File: src/rtl/bus_demux_pkg.sv
// Shared definitions for the bus demultiplexor slice.
//   DEMUX_DEPTH : entries per channel buffer
//   count_t     : per-channel occupancy type (0..DEMUX_DEPTH)
//   CH_INSTR / CH_DATA : in_sel encodings for the two consumers
package bus_demux_pkg;

    localparam int unsigned DEMUX_DEPTH = 2;
    localparam int unsigned COUNT_W     = 2;

    typedef logic [COUNT_W-1:0] count_t;

    localparam logic CH_INSTR = 1'b0;
    localparam logic CH_DATA  = 1'b1;

endpackage

File: src/rtl/bus_demux_if.sv
// Handshake bundle between the memory data bus and its two consumers.
//   in_*         : single input stream (data, select, valid/ready)
//   out0_* out1_*: per-channel head word, valid/ready and occupancy
// master: source/consumer side. slave: the demultiplexor.
interface bus_demux_if
    import bus_demux_pkg::*;
#(
    parameter int unsigned WIDTH = 5
);

    logic [WIDTH-1:0] in_data;
    logic             in_sel;
    logic             in_valid;
    logic             in_ready;

    logic [WIDTH-1:0] out0_data;
    logic             out0_valid;
    logic             out0_ready;
    count_t           out0_count;

    logic [WIDTH-1:0] out1_data;
    logic             out1_valid;
    logic             out1_ready;
    count_t           out1_count;

    modport master (
        output in_data, in_sel, in_valid, out0_ready, out1_ready,
        input  in_ready, out0_data, out0_valid, out0_count,
               out1_data, out1_valid, out1_count
    );

    modport slave (
        input  in_data, in_sel, in_valid, out0_ready, out1_ready,
        output in_ready, out0_data, out0_valid, out0_count,
               out1_data, out1_valid, out1_count
    );

endinterface

File: src/rtl/demux_chan_buf.sv
// Two-entry synchronous FIFO used as one demultiplexor output channel.
//   clk, rst  : clock, synchronous active-high reset
//   push      : write push_data at the tail this cycle (caller guarantees not full)
//   push_data : word to write
//   pop_ready : consumer ready; pops only when the buffer holds data
//   head      : oldest word (registered storage, no path from push_data)
//   valid     : buffer non-empty
//   count     : occupancy 0..DEMUX_DEPTH
module demux_chan_buf
    import bus_demux_pkg::*;
#(
    parameter int unsigned WIDTH = 5
) (
    input  logic             clk,
    input  logic             rst,
    input  logic             push,
    input  logic [WIDTH-1:0] push_data,
    input  logic             pop_ready,
    output logic [WIDTH-1:0] head,
    output logic             valid,
    output count_t           count
);

    logic [WIDTH-1:0] mem [DEMUX_DEPTH];
    logic             wr_ptr;
    logic             rd_ptr;
    logic             pop;

    assign valid = (count != '0);
    assign pop   = valid && pop_ready;
    assign head  = mem[rd_ptr];

    // Storage, pointers and occupancy; simultaneous push/pop keeps count.
    always_ff @(posedge clk) begin
        if (rst) begin
            for (int i = 0; i < int'(DEMUX_DEPTH); i++) begin
                mem[i] <= '0;
            end
            wr_ptr <= 1'b0;
            rd_ptr <= 1'b0;
            count  <= '0;
        end else begin
            if (push) begin
                mem[wr_ptr] <= push_data;
                wr_ptr      <= ~wr_ptr;
            end
            if (pop) begin
                rd_ptr <= ~rd_ptr;
            end
            unique case ({push, pop})
                2'b10:   count <= count + COUNT_W'(1);
                2'b01:   count <= count - COUNT_W'(1);
                default: count <= count;
            endcase
        end
    end

endmodule

File: src/rtl/bus_demultiplexor.sv
// Registered 1-to-2 demultiplexor: steers each accepted input word by in_sel
// into channel 0 (instruction path) or channel 1 (operand path), each with its
// own 2-entry buffer so one stalled consumer never blocks the other.
//   clk, rst : clock, synchronous active-high reset
//   bus      : bus_demux_if slave modport (input stream + two output channels)
module bus_demultiplexor
    import bus_demux_pkg::*;
#(
    parameter int unsigned width = 5,
    parameter int unsigned depth = DEMUX_DEPTH
) (
    input  logic        clk,
    input  logic        rst,
    bus_demux_if.slave  bus
);

    count_t cnt0;
    count_t cnt1;
    count_t sel_cnt;
    logic   fire;
    logic   push0;
    logic   push1;

    // Ready depends only on the selected channel's registered count, so a
    // full channel refuses even if it pops this cycle.
    assign sel_cnt      = (bus.in_sel == CH_DATA) ? cnt1 : cnt0;
    assign bus.in_ready = !rst && (sel_cnt < COUNT_W'(depth));

    assign fire  = bus.in_valid && bus.in_ready;
    assign push0 = fire && (bus.in_sel == CH_INSTR);
    assign push1 = fire && (bus.in_sel == CH_DATA);

    demux_chan_buf #(.WIDTH(width)) u_chan0 (
        .clk       (clk),
        .rst       (rst),
        .push      (push0),
        .push_data (bus.in_data),
        .pop_ready (bus.out0_ready),
        .head      (bus.out0_data),
        .valid     (bus.out0_valid),
        .count     (cnt0)
    );

    demux_chan_buf #(.WIDTH(width)) u_chan1 (
        .clk       (clk),
        .rst       (rst),
        .push      (push1),
        .push_data (bus.in_data),
        .pop_ready (bus.out1_ready),
        .head      (bus.out1_data),
        .valid     (bus.out1_valid),
        .count     (cnt1)
    );

    assign bus.out0_count = cnt0;
    assign bus.out1_count = cnt1;

endmodule
File: src/flat_wrapper.sv
// flat-port wrapper written by rule: the top's interface ports become plain ports
module bus_demultiplexor_flat import bus_demux_pkg::*;
#(
    parameter int unsigned width = 5,
    parameter int unsigned depth = DEMUX_DEPTH
)
  (clk, rst, bus_in_data, bus_in_sel, bus_in_valid, bus_out0_ready, bus_out1_ready, bus_in_ready, bus_out0_data, bus_out0_valid, bus_out0_count, bus_out1_data, bus_out1_valid, bus_out1_count);
  bus_demux_if bus_i ();
  input  logic clk;
  input  logic rst;
  input wire logic [$bits(bus_i.in_data)-1:0] bus_in_data;
  input wire logic [$bits(bus_i.in_sel)-1:0] bus_in_sel;
  input wire logic [$bits(bus_i.in_valid)-1:0] bus_in_valid;
  input wire logic [$bits(bus_i.out0_ready)-1:0] bus_out0_ready;
  input wire logic [$bits(bus_i.out1_ready)-1:0] bus_out1_ready;
  output wire logic [$bits(bus_i.in_ready)-1:0] bus_in_ready;
  output wire logic [$bits(bus_i.out0_data)-1:0] bus_out0_data;
  output wire logic [$bits(bus_i.out0_valid)-1:0] bus_out0_valid;
  output wire logic [$bits(bus_i.out0_count)-1:0] bus_out0_count;
  output wire logic [$bits(bus_i.out1_data)-1:0] bus_out1_data;
  output wire logic [$bits(bus_i.out1_valid)-1:0] bus_out1_valid;
  output wire logic [$bits(bus_i.out1_count)-1:0] bus_out1_count;
  assign bus_i.in_data = bus_in_data;
  assign bus_i.in_sel = bus_in_sel;
  assign bus_i.in_valid = bus_in_valid;
  assign bus_i.out0_ready = bus_out0_ready;
  assign bus_i.out1_ready = bus_out1_ready;
  assign bus_in_ready = bus_i.in_ready;
  assign bus_out0_data = bus_i.out0_data;
  assign bus_out0_valid = bus_i.out0_valid;
  assign bus_out0_count = bus_i.out0_count;
  assign bus_out1_data = bus_i.out1_data;
  assign bus_out1_valid = bus_i.out1_valid;
  assign bus_out1_count = bus_i.out1_count;
  bus_demultiplexor #(.width(width), .depth(depth)) u_core (.clk(clk), .rst(rst), .bus(bus_i));
endmodule
File: config.mk
export PLATFORM = sky130hd
export DESIGN_NAME = bus_demultiplexor_flat
export DESIGN_NICKNAME = d
export VERILOG_FILES = /design/src/rtl/bus_demux_pkg.sv /design/src/rtl/bus_demux_if.sv /design/src/rtl/demux_chan_buf.sv /design/src/rtl/bus_demultiplexor.sv /design/src/flat_wrapper.sv
export SDC_FILE = /design/constraint.sdc
export NUM_CORES = 1
export LEC_CHECK = 0
export ABC_AREA = 1
export ABC_CLOCK_PERIOD_IN_PS = 2750
export BUFFER_PORTS_ARGS = -buffer_cell sky130_fd_sc_hd__buf_2
export CORE_MARGIN = 4
export CORE_UTILIZATION = 30
export CTS_BUF_LIST = sky130_fd_sc_hd__clkbuf_16
export CTS_CLUSTER_SIZE = 14
export DETAILED_ROUTE_END_ITERATION = 10
export HOLD_SLACK_MARGIN = 0.1
export SLEW_MARGIN = 20
export SYNTH_ARGS = -nofsm -noshare
export SYNTH_HDL_FRONTEND = slang
export SYNTH_HIERARCHICAL = 1
export SYNTH_SLANG_ARGS = --single-unit
File: constraint.sdc
create_clock -name clk -period 2.75 [get_ports clk]
set_input_delay 0.275 -clock clk [delete_from_list [all_inputs] [get_ports clk]]
set_output_delay 0.275 -clock clk [all_outputs]
set_load 0.01 [all_outputs]
==> report_table.html, run 1 <==
<table>
<tr><th>Metric</th><th>Value</th></tr>
<tr><th colspan="2">Run status</th></tr>
<tr><td>Result of the run</td><td>finished clean</td></tr>
<tr><th colspan="2">Synth</th></tr>
<tr><td>Combined area of all synthesized cells</td><td>1416 um^2</td></tr>
<tr><td>Mean cell area of the mapped netlist</td><td>9.768 um^2</td></tr>
<tr><td>Warning count from the yosys run</td><td>6</td></tr>
<tr><td>Cell taking the most area after synthesis</td><td>edfxtp_1</td></tr>
<tr><td>Number of register bits inferred by synthesis</td><td>30</td></tr>
<tr><td>Nets in the synthesized netlist</td><td>158</td></tr>
<tr><td>Top post-synthesis cells by area</td><td>edfxtp_1 42%, dfxtp_1 14%, nor2_1 9.8%, mux2_2 8.0%, inv_1 5.8%</td></tr>
<tr><td>Gate count of the mapped netlist</td><td>145</td></tr>
<tr><td>Share of the synthesized area in the top cell type</td><td>42.40%</td></tr>
<tr><td>Fraction of the yosys area taken by sequential cells</td><td>56.54%</td></tr>
<tr><td>Number of library cell types mapped by synthesis</td><td>19</td></tr>
<tr><th colspan="2">Timing</th></tr>
<tr><td>Transition time at the pin with the least slew margin</td><td>0.2738 ns</td></tr>
<tr><td>Slew Limit Fails</td><td>0</td></tr>
<tr><td>Max Fclk</td><td>604.9 MHz</td></tr>
<tr><td>Setup_tns</td><td>0 ns</td></tr>
<tr><td>Final count of negative-setup-slack endpoints</td><td>0</td></tr>
<tr><td>Final hold vios</td><td>0</td></tr>
<tr><td>Setup skew after layout</td><td>0.001039 ns</td></tr>
<tr><td>Worst-case headroom to the max-slew limit</td><td>81.73%</td></tr>
<tr><td>Crit share post-route</td><td>60.11%</td></tr>
<tr><td>Final worst slack</td><td>1.097 ns</td></tr>
<tr><td>Final Critical Period</td><td>1.653 ns</td></tr>
<tr><td>RSZ-0062 raised after global routing</td><td>no</td></tr>
<tr><th colspan="2">Clock tree</th></tr>
<tr><td>Clock latency at the later pin of the worst-skew pair</td><td>0.27 ns</td></tr>
<tr><td>Number of cells upsized or downsized after cts</td><td>0</td></tr>
<tr><td>Clock-pin slew on the worst setup and hold paths</td><td>0.05 ns</td></tr>
<tr><td>TritonCTS clock tree</td><td>built</td></tr>
<tr><td>Root buf cell</td><td>clkbuf_16</td></tr>
<tr><td>Post-cts hold buffer count</td><td>0</td></tr>
<tr><td>Clock sink total</td><td>30</td></tr>
<tr><td>Number of buffers on the longest clock path</td><td>2</td></tr>
<tr><td># Post-CTS Setup Buffers</td><td>0</td></tr>
<tr><td>Maximum level of the CTS H-tree</td><td>2</td></tr>
<tr><td>Total clock buffers created by CTS</td><td>5</td></tr>
<tr><th colspan="2">Setup path</th></tr>
<tr><td>Worst r2r src</td><td>u_core/u_chan1/count[1]</td></tr>
<tr><td>Sum of buffers and inverters on the critical path</td><td>1</td></tr>
<tr><td>WS Path Type</td><td>reg -&gt; reg</td></tr>
<tr><td>Cell repeated most along the worst path</td><td>nand2_1</td></tr>
<tr><td>Worst path max stage delay</td><td>0.34 ns</td></tr>
<tr><td>Slowest CP cell</td><td>dfxtp_1</td></tr>
<tr><td>Setup crit start</td><td>u_core/u_chan1/count[1]</td></tr>
<tr><td>Cell-by-cell listing of the critical path</td><td>nand2_1, nand4_2, nor2_1, inv_2, nor2_1, nand2_1, nand2_1</td></tr>
<tr><td>CP Capture Type</td><td>register</td></tr>
<tr><td>Critical path data arrival time</td><td>1.61 ns</td></tr>
<tr><td>CP max FO</td><td>7</td></tr>
<tr><td>Data required time at the worst endpoint</td><td>2.70 ns</td></tr>
<tr><td>Crit start category</td><td>register</td></tr>
<tr><td>Cell class contributing the biggest share of worst-path delay</td><td>simple AND/OR/NAND/NOR gates</td></tr>
<tr><th colspan="2">Finish</th></tr>
<tr><td>Count of nets after finishing</td><td>192</td></tr>
<tr><td>Most common cell after layout, fill and taps aside</td><td>nor2_1</td></tr>
<tr><td>Area added between synthesis and finish</td><td>24.12%</td></tr>
<tr><td>Summed area of non-filler cells in the final layout</td><td>1758 um^2</td></tr>
<tr><td>Layout cells sized above 1</td><td>34.44%</td></tr>
<tr><td>Final non-filler cell total</td><td>232</td></tr>
<tr><td># diodes</td><td>0</td></tr>
<tr><td>Most frequent cells in the layout</td><td>37 x nor2_1, 27 x buf_2, 22 x inv_1</td></tr>
<tr><td>Fill cell count</td><td>439</td></tr>
<tr><th colspan="2">Place</th></tr>
<tr><td>Post-Place Worst Slack</td><td>1.043 ns</td></tr>
<tr><td>Post-detailed-placement half-perimeter wirelength</td><td>1890 um</td></tr>
<tr><td>Placed cell count</td><td>224</td></tr>
<tr><td>Placed cell areas</td><td>1617 um^2</td></tr>
<tr><td>Final estimated routing congestion in global placement</td><td>0.7477</td></tr>
<tr><td>Port Buf Inserts</td><td>27</td></tr>
<tr><th colspan="2">Run</th></tr>
<tr><td>Maximum capacitance violations</td><td>0</td></tr>
<tr><th colspan="2">Floorplanning</th></tr>
<tr><td>Number of placed I/O pins</td><td>28</td></tr>
<tr><td>Core area</td><td>4474 um^2</td></tr>
<tr><td>Std-Cell Rows</td><td>24</td></tr>
<tr><td>Initial standard-cell utilization of the core</td><td>31.66%</td></tr>
<tr><td>Full die area</td><td>5884 um^2</td></tr>
<tr><td>Die Wd</td><td>76.71 um</td></tr>
<tr><td>DIE HEIGHT</td><td>76.71 um</td></tr>
<tr><th colspan="2">Pwr</th></tr>
<tr><td>Part of the total power dissipated in the clock network</td><td>42.1%</td></tr>
<tr><td>Worst supply voltage drop on vdd</td><td>0.0003684 V</td></tr>
<tr><td>Cell-internal power</td><td>0.9095 mW</td></tr>
<tr><td>Switching component of the power</td><td>0.2978 mW</td></tr>
<tr><td>Logic gate share of total power</td><td>13.8%</td></tr>
<tr><td>Static power due to leakage</td><td>0.8425 nW</td></tr>
<tr><td>Total chip power</td><td>1.207 mW</td></tr>
<tr><td>Power density normalized to cell area</td><td>686.8 nW/um^2</td></tr>
<tr><td>Sequential power share</td><td>44.1%</td></tr>
<tr><td>Proportion of total power due to net switching</td><td>24.67%</td></tr>
<tr><th colspan="2">Drt</th></tr>
<tr><td>Antenna viol nets, final</td><td>0</td></tr>
<tr><td>Routed wire per std cell</td><td>10.94 um</td></tr>
<tr><td>Post-detailed-route DRC marker count</td><td>0</td></tr>
<tr><td>DR iter-0 viols</td><td>61</td></tr>
<tr><td>Detailed Route WL</td><td>2538 um</td></tr>
<tr><td>First-pass iteration count of the detailed router</td><td>4</td></tr>
<tr><td>Vias after detailed routing</td><td>1,016</td></tr>
<tr><td>Vias/cell</td><td>4.379</td></tr>
<tr><th colspan="2">Global routing</th></tr>
<tr><td>Antenna violations before repair</td><td>0</td></tr>
<tr><td>GRT Overall Usage</td><td>9.405%</td></tr>
<tr><td>Global-route wire length before repair</td><td>4388 um</td></tr>
<tr><td>Via count of the first global-routing pass</td><td>946</td></tr>
<tr><td>GRT overflow</td><td>0</td></tr>
<tr><td>Pin count of the biggest net entering global routing</td><td>11</td></tr>
<tr><th colspan="2">Hold path</th></tr>
<tr><td>Tightest Hold Check Type</td><td>in -&gt; reg</td></tr>
<tr><td>Critical hold path startpoint</td><td>bus_in_data[3]</td></tr>
</table>
cells in the mapped netlist, drive strengths merged:
library cell and number:
inv 26, mux2 10, nand3 4, nor2 39, nand4 3, edfxtp 20, clkinv 2, nand2 23
ha 2, o21ai 4, dfxtp 10, a21oi 2
kinds of logic after synthesis:
kind of cell / synth area share, %
fa+ha+maj: 1.767
simple gates: 22.97
flops: 56.54
mux: 7.951
buf+inv: 8.127
compound gates: 2.650
metal layers:
metal | track usage (%) | share of wire, % | routed length [um]
met1 | 12.03 | 47 | 1199
met2 | 14.02 | 45 | 1131
met3 | 3.162 | 6.4 | 163
met4 | 4.891 | 1.7 | 44
met5 | 0 | 0 | 0
registers in the layout, indices dropped and copies added, names as in the netlist, named ones only:
signal and cells:
u_core/u_chan1/mem 10, u_core/u_chan1/wr_ptr 1, u_core/u_chan0/wr_ptr 1, u_core/u_chan1/rd_ptr 1
u_core/u_chan1/count 2, u_core/u_chan0/rd_ptr 1, u_core/u_chan0/mem 10, u_core/u_chan0/count 2
worst register-to-register path, stage by stage, from the launching register on:
cell and delay [ns]:
dfxtp_1 0.34, nand2_1 0.10, nand4_2 0.10, nor2_1 0.22
inv_2 0.07, nor2_1 0.09, nand2_1 0.17, nand2_1 0.26
power by group through the flow:
stage	Combinational, mW	Clock, mW	Sequential [mW]
finish	0.167	0.508	0.532
global route	0.188	0.548	0.537
CTS	0.171	0.523	0.533
detailed placement	0.170	0	0.541
global placement	0.169	0	0.541
floorplan	0.114	0	0.539
path summary, 6_finish.rpt:
kind / depth (start not counted) / end / slack, ns
worst max-delay path: 7 / u_core/u_chan0/mem[0][3] / 1.10
worst min register to register: 2 / u_core/u_chan0/wr_ptr / 0.50
worst max register to register: 7 / u_core/u_chan0/mem[0][3] / 1.10
worst min-delay path: 3 / u_core/u_chan0/mem[0][3] / 0.34
final cells by class:
class / count / area, um^2 / area share, %
well taps: 52 / 65.06 / 3.701
multi-input cells: 87 / 500.5 / 28.47
clock buffers: 5 / 125.1 / 7.117
clock inverters: 3 / 16.27 / 0.9253
inverters: 28 / 115.1 / 6.548
repair buffers: 27 / 135.1 / 7.687
flip-flops and latches: 30 / 800.8 / 45.55
through the flow:
stage | utilization [%] | hold slack (ns)
2_1_floorplan | - | 0.4693
3_3_place_gp | 36.13 | 0.4884
3_5_place_dp | 36.13 | 0.4926
4_1_cts | 39.29 | 0.3487
5_1_grt | 39.29 | 0.3651
6_report | 39.29 | 0.3428
Power figures use the tool's default switching activity.
==> run 2, diff against run 1 <==
--- a/config.mk
+++ b/config.mk
@@ -6,7 +6,7 @@
 export NUM_CORES = 1
 export LEC_CHECK = 0
 export ABC_AREA = 1
-export ABC_CLOCK_PERIOD_IN_PS = 2750
+export ABC_CLOCK_PERIOD_IN_PS = 1600
 export BUFFER_PORTS_ARGS = -buffer_cell sky130_fd_sc_hd__buf_2
 export CORE_MARGIN = 4
 export CORE_UTILIZATION = 30
==> constraint.sdc (replaced) <==
create_clock -name clk -period 1.6 [get_ports clk]
set_input_delay 0.16 -clock clk [delete_from_list [all_inputs] [get_ports clk]]
set_output_delay 0.16 -clock clk [all_outputs]
set_load 0.01 [all_outputs]
==> run 2 against run 1 <==
Net effect: via count decreased by 1.2%; worst hold slack worse by 0.11 ns; sequential cell count stayed put; die area did not move; clock power up 67%; critical path depth up 3; power grew 71%; highest routed layer unchanged; cell area grew 3.5%; maximum frequency is 14% higher; first-iteration DRC count shrank 48%.
==> report_table.html, run 2 (same netlist as run 1, synthesis figures left out) <==
<table>
<tr><th>Metric</th><th>Value</th></tr>
<tr><th colspan="2">Run status</th></tr>
<tr><td>Result of the run</td><td>finished clean</td></tr>
<tr><th colspan="2">Finish</th></tr>
<tr><td># diodes</td><td>0 (unchanged)</td></tr>
<tr><td>Area added between synthesis and finish</td><td>28.44%</td></tr>
<tr><td>Final non-filler cell total</td><td>237 (+2.2%)</td></tr>
<tr><td>Summed area of non-filler cells in the final layout</td><td>1819 um^2 (+3.5%)</td></tr>
<tr><td>Most common cell after layout, fill and taps aside</td><td>nor2_1</td></tr>
<tr><td>Final Core Density</td><td>40.66% (+1.4 points)</td></tr>
<tr><td>Most frequent cells in the layout</td><td>35 x nor2_1, 27 x buf_2, 21 x inv_1</td></tr>
<tr><td>Count of nets after finishing</td><td>197 (+2.6%)</td></tr>
<tr><td>Layout cells sized above 1</td><td>38.92% (+4.5 points)</td></tr>
<tr><td>Biggest registers after layout</td><td>u_core/u_chan0/mem: 10 flops, u_core/u_chan1/mem: 10 flops</td></tr>
<tr><th colspan="2">Pwr</th></tr>
<tr><td>Total chip power</td><td>2.069 mW (+71%)</td></tr>
<tr><td>Switching component of the power</td><td>0.5006 mW (+68%)</td></tr>
<tr><td>Proportion of total power due to net switching</td><td>24.20% (-0.47 points)</td></tr>
<tr><td>Static power due to leakage</td><td>0.8637 nW (+2.5%)</td></tr>
<tr><td>Power density normalized to cell area</td><td>1137 nW/um^2 (+66%)</td></tr>
<tr><td>Sequential power share</td><td>44.1% (about the same)</td></tr>
<tr><td>Worst supply voltage drop on vdd</td><td>0.0004997 V (+36%)</td></tr>
<tr><td>Part of the total power dissipated in the clock network</td><td>41.0% (-1.1 points)</td></tr>
<tr><td>Logic gate share of total power</td><td>14.9% (+1.1 points)</td></tr>
<tr><td>Cell-internal power</td><td>1.568 mW (+72%)</td></tr>
<tr><th colspan="2">Floorplanning</th></tr>
<tr><td>Initial standard-cell utilization of the core</td><td>31.66% (unchanged)</td></tr>
<tr><td>DIE HEIGHT</td><td>76.71 um (unchanged)</td></tr>
<tr><td>Die Wd</td><td>76.71 um (unchanged)</td></tr>
<tr><td>Std-Cell Rows</td><td>24 (unchanged)</td></tr>
<tr><td>Core area</td><td>4474 um^2 (unchanged)</td></tr>
<tr><td>Full die area</td><td>5884 um^2 (unchanged)</td></tr>
<tr><td>Number of placed I/O pins</td><td>28 (unchanged)</td></tr>
<tr><th colspan="2">Global routing</th></tr>
<tr><td>Global-route wire length before repair</td><td>4340 um (-1.1%)</td></tr>
<tr><td>Pin count of the biggest net entering global routing</td><td>11 (unchanged)</td></tr>
<tr><td>GRT Overall Usage</td><td>9.308% (-0.097 points)</td></tr>
<tr><td>Via count of the first global-routing pass</td><td>1,001 (+5.8%)</td></tr>
<tr><td>GRT overflow</td><td>0 (unchanged)</td></tr>
<tr><td>Antenna violations before repair</td><td>0 (unchanged)</td></tr>
<tr><th colspan="2">Place</th></tr>
<tr><td>Placed cell count</td><td>229 (+2.2%)</td></tr>
<tr><td>Port Buf Inserts</td><td>27 (unchanged)</td></tr>
<tr><td>Post-detailed-placement half-perimeter wirelength</td><td>1926 um (+1.9%)</td></tr>
<tr><td>Placed cell areas</td><td>1654 um^2 (+2.3%)</td></tr>
<tr><td>Post-Place Worst Slack</td><td>0.08381 ns (-0.9596 ns)</td></tr>
<tr><td>Final estimated routing congestion in global placement</td><td>0.7437 (-0.53%)</td></tr>
<tr><th colspan="2">Setup path</th></tr>
<tr><td>Data required time at the worst endpoint</td><td>1.81 ns (-0.89 ns)</td></tr>
<tr><td>WS Path Type</td><td>reg -&gt; reg</td></tr>
<tr><td>CP max FO</td><td>5 (-2)</td></tr>
<tr><td>CP Capture Type</td><td>register</td></tr>
<tr><td>Critical path data arrival time</td><td>1.66 ns (+0.05 ns)</td></tr>
<tr><td>Minimum setup slack among reg-to-reg paths</td><td>0.15 ns (-0.95 ns)</td></tr>
<tr><td>Crit start category</td><td>register</td></tr>
<tr><th colspan="2">Timing</th></tr>
<tr><td>Final hold vios</td><td>0 (unchanged)</td></tr>
<tr><td>Final Critical Period</td><td>1.453 ns (-0.1999 ns)</td></tr>
<tr><td>Final worst slack</td><td>0.1468 ns (-0.9501 ns)</td></tr>
<tr><td>Post-route worst hold slack</td><td>0.2327 ns (-0.1102 ns)</td></tr>
<tr><td>RSZ-0062 raised after global routing</td><td>yes</td></tr>
<tr><td>Final count of negative-setup-slack endpoints</td><td>0 (unchanged)</td></tr>
<tr><td>Setup skew after layout</td><td>0.005235 ns (+0.004196 ns)</td></tr>
<tr><td>Transition time at the pin with the least slew margin</td><td>0.2691 ns (-0.004688 ns)</td></tr>
<tr><td>Crit share post-route</td><td>90.82% (+31 points)</td></tr>
<tr><td>Max Fclk</td><td>688.1 MHz (+14%)</td></tr>
<tr><td>Worst-case headroom to the max-slew limit</td><td>82.04% (+0.31 points)</td></tr>
<tr><td>Setup_tns</td><td>0 ns (unchanged)</td></tr>
<tr><td>Slew Limit Fails</td><td>0 (unchanged)</td></tr>
<tr><th colspan="2">Clock tree</th></tr>
<tr><td>Clock-pin slew on the worst setup and hold paths</td><td>0.05 ns (about the same)</td></tr>
<tr><td>Number of buffers on the longest clock path</td><td>2 (unchanged)</td></tr>
<tr><td>TritonCTS clock tree</td><td>built</td></tr>
<tr><td>Maximum level of the CTS H-tree</td><td>2 (unchanged)</td></tr>
<tr><td>Total clock buffers created by CTS</td><td>5 (unchanged)</td></tr>
<tr><td># Post-CTS Setup Buffers</td><td>0 (unchanged)</td></tr>
<tr><td>Clock sink total</td><td>30 (unchanged)</td></tr>
<tr><td>Root buf cell</td><td>clkbuf_16</td></tr>
<tr><td>Clock latency at the later pin of the worst-skew pair</td><td>0.27 ns (about the same)</td></tr>
<tr><th colspan="2">Drt</th></tr>
<tr><td>Vias/cell</td><td>4.236 (-3.3%)</td></tr>
<tr><td>Routed wire per std cell</td><td>10.68 um (-2.4%)</td></tr>
<tr><td>Post-detailed-route DRC marker count</td><td>0 (unchanged)</td></tr>
<tr><td>Detailed Route WL</td><td>2530 um (-0.32%)</td></tr>
<tr><td>DR iter-0 viols</td><td>32 (-48%)</td></tr>
<tr><td>Antenna viol nets, final</td><td>0 (unchanged)</td></tr>
<tr><td>First-pass iteration count of the detailed router</td><td>4 (unchanged)</td></tr>
<tr><td>Vias after detailed routing</td><td>1,004 (-1.2%)</td></tr>
<tr><th colspan="2">Run</th></tr>
<tr><td>Maximum capacitance violations</td><td>0 (unchanged)</td></tr>
<tr><th colspan="2">Hold path</th></tr>
<tr><td>Tightest Hold Check Type</td><td>in -&gt; reg</td></tr>
</table>
-- run 2: cell types whose count changed in the layout (fill, tap and decap cells not counted), moves of 2 or more --
cell / delta
nor2_1: -2
inv_2: +2
nor2_4: +2
buf_4: +5
-- run 2: area by class of cell --
| class | count | area (um^2) |
|---|---|---|
| multi-input cells | 87 | 526.8 |
| inverters | 28 | 115.1 |
| repair buffers | 32 | 172.7 |
| clock inverters | 3 | 13.76 |
| flip-flops and latches | 30 | 800.8 |
| clock buffers | 5 | 125.1 |
| well taps | 52 | 65.06 |
| fillers | 450 | 2655 |
-- run 2: worst max-delay path, stage by stage, from the launching register on --
cell and delay (ns):
dfxtp_1 0.34, nand2_2 0.10, nand4_4 0.11, nor2_4 0.13, inv_2 0.05, ha_1 0.29, inv_2 0.08, nand2_1 0.05
nor2_1 0.09, nor2_1 0.05, nor2_1 0.09
-- run 2: per-layer routing --
metal | vias to the layer above | wire length [um] | track usage [%]
met5 | - | 0 | 0
met4 | 0 | 13 | 2.717
met3 | 2 | 180 | 4.333
met2 | 24 | 1215 | 15.33
met1 | 438 | 1120 | 10.78
li1 | 540 | - | -
-- run 2: path summary, 6_finish.rpt --
kind | from | cells after the start | end
min | bus_in_data[2] | 3 | u_core/u_chan1/mem[1][2]
max reg2reg | u_core/u_chan0/count[1] | 10 | u_core/u_chan0/count[1]
min reg2reg | u_core/u_chan1/wr_ptr | 2 | u_core/u_chan1/wr_ptr
max | u_core/u_chan0/count[1] | 10 | u_core/u_chan0/count[1]
-- run 2: power groups by stage --
stage	sequential, mW	combinational [mW]	clock, mW
global route	0.919	0.345	0.919
detailed placement	0.927	0.302	0
finish	0.913	0.307	0.848
CTS	0.913	0.304	0.869
global placement	0.927	0.299	0
floorplan	0.926	0.197	0
-- run 2: what timing repair did --
action / CTS / global route
gates resized for setup: 0 / 8
hold buffers: 0 / 0
endpoints found under the setup margin: 0 / 8
==> run 3, diff against run 2 <==
--- a/config.mk
+++ b/config.mk
@@ -5,7 +5,6 @@
 export SDC_FILE = /design/constraint.sdc
 export NUM_CORES = 1
 export LEC_CHECK = 0
-export ABC_AREA = 1
 export ABC_CLOCK_PERIOD_IN_PS = 1600
 export BUFFER_PORTS_ARGS = -buffer_cell sky130_fd_sc_hd__buf_2
 export CORE_MARGIN = 4
==> run 3 against run 2 <==
Net effect: utilization grew 0.86 points; sequential power grew 4.5%; first-iteration DRC count grew 9.4%; critical endpoint is now u_core/u_chan1/count[1]; highest routed layer unchanged; non-clock buffer count grew 3; power grew 22%; cell count shrank 12%; sequential cell count is the same.
==> report_table.html, run 3 <==
<table>
<tr><th>Metric</th><th>Value</th></tr>
<tr><th colspan="2">Run status</th></tr>
<tr><td>Result of the run</td><td>finished clean</td></tr>
<tr><th colspan="2">Finish</th></tr>
<tr><td>Layout cells sized above 1</td><td>37.82% (-1.1 points)</td></tr>
<tr><td>Count of nets after finishing</td><td>168 (-15%)</td></tr>
<tr><td>Most common cell after layout, fill and taps aside</td><td>buf_2</td></tr>
<tr><td># diodes</td><td>0 (unchanged)</td></tr>
<tr><td>Final non-filler cell total</td><td>208 (-12%)</td></tr>
<tr><td>Area added between synthesis and finish</td><td>34.36%</td></tr>
<tr><td>Final Core Density</td><td>41.52% (+0.86 points)</td></tr>
<tr><td>Biggest registers after layout</td><td>u_core/u_chan0/mem: 10 flops, u_core/u_chan1/mem: 10 flops</td></tr>
<tr><td>Most frequent cells in the layout</td><td>27 x buf_2, 26 x nor2_1, 20 x edfxtp_1</td></tr>
<tr><th colspan="2">Synth</th></tr>
<tr><td>Async set or reset register ratio after synthesis</td><td>0% (unchanged)</td></tr>
<tr><td>Number of library cell types mapped by synthesis</td><td>21 (+2)</td></tr>
<tr><td>Most used flip-flop cell after synthesis</td><td>edfxtp_1</td></tr>
<tr><td>Gate count of the mapped netlist</td><td>115 (-21%)</td></tr>
<tr><td>Dominant cell by count in the synthesized netlist</td><td>nor2_1</td></tr>
<tr><td>Number of register bits inferred by synthesis</td><td>30 (unchanged)</td></tr>
<tr><td>Fraction of the yosys area taken by sequential cells</td><td>59.93% (+3.4 points)</td></tr>
<tr><td>Warning count from the yosys run</td><td>6 (unchanged)</td></tr>
<tr><td>Nets in the synthesized netlist</td><td>128 (-19%)</td></tr>
<tr><td>Share of the synthesized area in the top cell type</td><td>44.94% (+2.5 points)</td></tr>
<tr><td>Top post-synthesis cells by area</td><td>edfxtp_1 45%, dfxtp_1 15%, mux2_2 8.4%, nand2b_1 7.5%, nor2_1 7.3%</td></tr>
<tr><td>Combined area of all synthesized cells</td><td>1336 um^2 (-5.7%)</td></tr>
<tr><td>Mean cell area of the mapped netlist</td><td>11.62 um^2 (+19%)</td></tr>
<tr><td>EDFF count, synth</td><td>20 (unchanged)</td></tr>
<tr><td>Cell taking the most area after synthesis</td><td>edfxtp_1</td></tr>
<tr><td>Most used standard cells in the synthesized netlist</td><td>26 x nor2_1, 20 x edfxtp_1, 16 x nand2b_1</td></tr>
<tr><th colspan="2">Drt</th></tr>
<tr><td>DR iter-0 viols</td><td>35 (+9.4%)</td></tr>
<tr><td>Antenna viol nets, final</td><td>0 (unchanged)</td></tr>
<tr><td>Vias/cell</td><td>4.380 (+3.4%)</td></tr>
<tr><td>Routed wire per std cell</td><td>11.20 um (+4.9%)</td></tr>
<tr><td>First-pass iteration count of the detailed router</td><td>4 (unchanged)</td></tr>
<tr><td>Post-detailed-route DRC marker count</td><td>0 (unchanged)</td></tr>
<tr><td>Vias after detailed routing</td><td>911 (-9.3%)</td></tr>
<tr><td>Detailed Route WL</td><td>2330 um (-7.9%)</td></tr>
<tr><th colspan="2">Pwr</th></tr>
<tr><td>Static power due to leakage</td><td>0.7262 nW (-16%)</td></tr>
<tr><td>Part of the total power dissipated in the clock network</td><td>47.0% (+6.0 points)</td></tr>
<tr><td>Sequential power share</td><td>37.8% (-6.3 points)</td></tr>
<tr><td>Worst supply voltage drop on vdd</td><td>0.0006647 V (+33%)</td></tr>
<tr><td>Power density normalized to cell area</td><td>1407 nW/um^2 (+24%)</td></tr>
<tr><td>Cell-internal power</td><td>1.985 mW (+27%)</td></tr>
<tr><td>Logic gate share of total power</td><td>15.2% (+0.3 points)</td></tr>
<tr><td>Proportion of total power due to net switching</td><td>21.45% (-2.7 points)</td></tr>
<tr><td>Switching component of the power</td><td>0.5420 mW (+8.3%)</td></tr>
<tr><th colspan="2">Timing</th></tr>
<tr><td>RSZ-0062 raised after global routing</td><td>no</td></tr>
<tr><td>Setup skew after layout</td><td>0.001831 ns (-0.003404 ns)</td></tr>
<tr><td>Worst-case headroom to the max-slew limit</td><td>83.45% (+1.4 points)</td></tr>
<tr><td>Final count of negative-setup-slack endpoints</td><td>0 (unchanged)</td></tr>
<tr><td>Final hold vios</td><td>0 (unchanged)</td></tr>
<tr><td>Max Fclk</td><td>666.1 MHz (-3.2%)</td></tr>
<tr><td>Setup_tns</td><td>0 ns (unchanged)</td></tr>
<tr><td>Final Critical Period</td><td>1.501 ns (+0.04812 ns)</td></tr>
<tr><td>Crit share post-route</td><td>93.83% (+3.0 points)</td></tr>
<tr><td>Slew Limit Fails</td><td>0 (unchanged)</td></tr>
<tr><td>Transition time at the pin with the least slew margin</td><td>0.2482 ns (-0.02092 ns)</td></tr>
<tr><th colspan="2">Floorplanning</th></tr>
<tr><td>Initial standard-cell utilization of the core</td><td>30.90% (-0.75 points)</td></tr>
<tr><td>Std-Cell Rows</td><td>24 (unchanged)</td></tr>
<tr><td>Number of placed I/O pins</td><td>28 (unchanged)</td></tr>
<tr><td>Core area</td><td>4324 um^2 (-3.4%)</td></tr>
<tr><td>Die Wd</td><td>74.74 um (-2.6%)</td></tr>
<tr><td>DIE HEIGHT</td><td>74.74 um (-2.6%)</td></tr>
<tr><td>Full die area</td><td>5586 um^2 (-5.1%)</td></tr>
<tr><th colspan="2">Global routing</th></tr>
<tr><td>Antenna violations before repair</td><td>0 (unchanged)</td></tr>
<tr><td>Global-route wire length before repair</td><td>4029 um (-7.2%)</td></tr>
<tr><td>GRT overflow</td><td>0 (unchanged)</td></tr>
<tr><td>Via count of the first global-routing pass</td><td>937 (-6.4%)</td></tr>
<tr><td>GRT Overall Usage</td><td>9.952% (+0.64 points)</td></tr>
<tr><td>Pin count of the biggest net entering global routing</td><td>26 (+15)</td></tr>
<tr><th colspan="2">Place</th></tr>
<tr><td>Post-detailed-placement half-perimeter wirelength</td><td>1827 um (-5.2%)</td></tr>
<tr><td>Final estimated routing congestion in global placement</td><td>0.7187 (-3.4%)</td></tr>
<tr><td>Placed cell count</td><td>198 (-14%)</td></tr>
<tr><td>Port Buf Inserts</td><td>27 (unchanged)</td></tr>
<tr><th colspan="2">Clock tree</th></tr>
<tr><td>Root buf cell</td><td>clkbuf_16</td></tr>
<tr><td>Maximum level of the CTS H-tree</td><td>2 (unchanged)</td></tr>
<tr><td>Clock-pin slew on the worst setup and hold paths</td><td>0.05 ns (about the same)</td></tr>
<tr><td>TritonCTS clock tree</td><td>built</td></tr>
<tr><td>Clock sink total</td><td>30 (unchanged)</td></tr>
<tr><td>Clock latency at the later pin of the worst-skew pair</td><td>0.27 ns (about the same)</td></tr>
<tr><td>Post-cts hold buffer count</td><td>0 (unchanged)</td></tr>
<tr><td>Total clock buffers created by CTS</td><td>5 (unchanged)</td></tr>
<tr><td>Number of buffers on the longest clock path</td><td>2 (unchanged)</td></tr>
<tr><th colspan="2">Hold path</th></tr>
<tr><td>Critical hold path startpoint</td><td>bus_in_data[3]</td></tr>
<tr><td>Worst hold endpoint</td><td>u_core/u_chan1/mem[0][3]</td></tr>
<tr><td>Worst Hold Path Cells</td><td>3 (unchanged)</td></tr>
<tr><td>Tightest Hold Check Type</td><td>in -&gt; reg</td></tr>
<tr><th colspan="2">Setup path</th></tr>
<tr><td>Worst r2r path cells</td><td>5 (-5)</td></tr>
<tr><td>Crit start category</td><td>register</td></tr>
<tr><td>Worst path max stage delay</td><td>0.36 ns (+0.02 ns)</td></tr>
<tr><td>Cell-by-cell listing of the critical path</td><td>nor3b_4, inv_1, ha_2, or3_1, a21oi_1</td></tr>
<tr><td>Slowest CP cell</td><td>dfxtp_4</td></tr>
<tr><td>Data required time at the worst endpoint</td><td>1.80 ns (about the same)</td></tr>
<tr><td>Sum of buffers and inverters on the critical path</td><td>1 (-1)</td></tr>
<tr><td>WS Path Type</td><td>reg -&gt; reg</td></tr>
<tr><td>Minimum setup slack among reg-to-reg paths</td><td>0.1 ns (-0.05 ns)</td></tr>
<tr><td>Endpoint of the worst-slack reg-to-reg timing path</td><td>u_core/u_chan1/count[1]</td></tr>
<tr><td>CP max FO</td><td>7 (+2)</td></tr>
<tr><td>CP Capture Type</td><td>register</td></tr>
<tr><td>Critical path data arrival time</td><td>1.70 ns (+0.04 ns)</td></tr>
<tr><td>Worst r2r src</td><td>u_core/u_chan1/count[1]</td></tr>
<tr><td>Cell class contributing the biggest share of worst-path delay</td><td>simple AND/OR/NAND/NOR gates</td></tr>
<tr><th colspan="2">Run</th></tr>
<tr><td>Maximum capacitance violations</td><td>0 (unchanged)</td></tr>
</table>
run 3: changes by cell type in the layout (fill, tap and decap cells not counted), sizes merged, moves of 3 or more:
cell / delta
buf: +3
nand4: -3
clkinv: -3
nand2b: +17
xnor2: +4
inv: -25
nand2: -19
nand3: -4
nor2: -13
run 3: repair_timing:
action,CTS,global route
hold endpoints to repair,0,0
setup buffers,0,2
endpoints found under the setup margin,0,2
resized for setup,0,4
run 3: how the worst max path moves through the flow:
stage / to / from / slack (ns) / cells past startpoint
5_1_grt: u_core/u_chan0/count[1] / u_core/u_chan0/count[1] / 0.001 / 5
2_1_floorplan: u_core/u_chan0/count[1] / u_core/u_chan0/count[1] / 0.06 / 5
6_report: u_core/u_chan1/count[1] / u_core/u_chan1/count[1] / 0.1 / 5
3_5_place_dp: u_core/u_chan1/count[1] / rst / -0.004 / 7
3_3_place_gp: u_core/u_chan1/count[1] / rst / 0.07 / 7
4_1_cts: u_core/u_chan0/count[1] / u_core/u_chan0/count[1] / 0.01 / 5
run 3: through the flow:
stage	hold slack, ns	worst slack [ns]	power (mW)	cell area [um^2]
finish	0.2396	0.09870	2.527	1795
global route	0.2685	0.0009988	2.650	1795
CTS	0.2339	0.01077	2.556	1768
detailed placement	0.4618	-0.004247	1.355	1579
global placement	0.4663	0.07120	1.345	1579
floorplan	0.3703	0.06481	1.206	1341
run 3: cell families (layout without fill, tap and decap cells):
logic type	Yosys count	after routing	synth area share, %
AND/OR/NAND/NOR	54	54	20.60
XOR/XNOR	6	6	3.933
adder cells (fa/ha/maj)	2	2	1.872
multiplexers	10	10	8.427
buffers and inverters	4	45	1.124
AO/OA/AOI/OAI	9	9	4.120
flip-flops	30	30	59.93
run 3: layout make-up:
type	count	area (um^2)
Clock buffer	5	125.1
Clock inverter	3	63.81
Fill cell	439	2529
Inverter	2	7.507
Multi-Input combinational cell	81	534.3
Sequential cell	30	804.5
Tap cell	52	65.06
Timing Repair Buffer	35	195.2
run 3: tightest hold or removal path, cell delays in order:
cell	delay, ns
buf_2	0.09
nand2b_1	0.06
nor2_1	0.08
run 3: routing by layer:
metal / vias up / part of all wire, % / GRT usage, %
li1: 470 / - / -
met1: 407 / 39 / 10.51
met2: 27 / 51 / 16.49
met3: 7 / 8.0 / 3.872
met4: 0 / 2.7 / 6.522
met5: - / 0 / 0
run 3: power groups by stage:
stage / registers (mW) / clock network [mW] / logic, mW
after floorplan: 0.965 / 0 / 0.241
after global placement: 0.966 / 0 / 0.379
after detailed placement: 0.970 / 0 / 0.385
after CTS: 0.955 / 1.21 / 0.387
after global routing: 0.967 / 1.25 / 0.433
final: 0.954 / 1.19 / 0.385
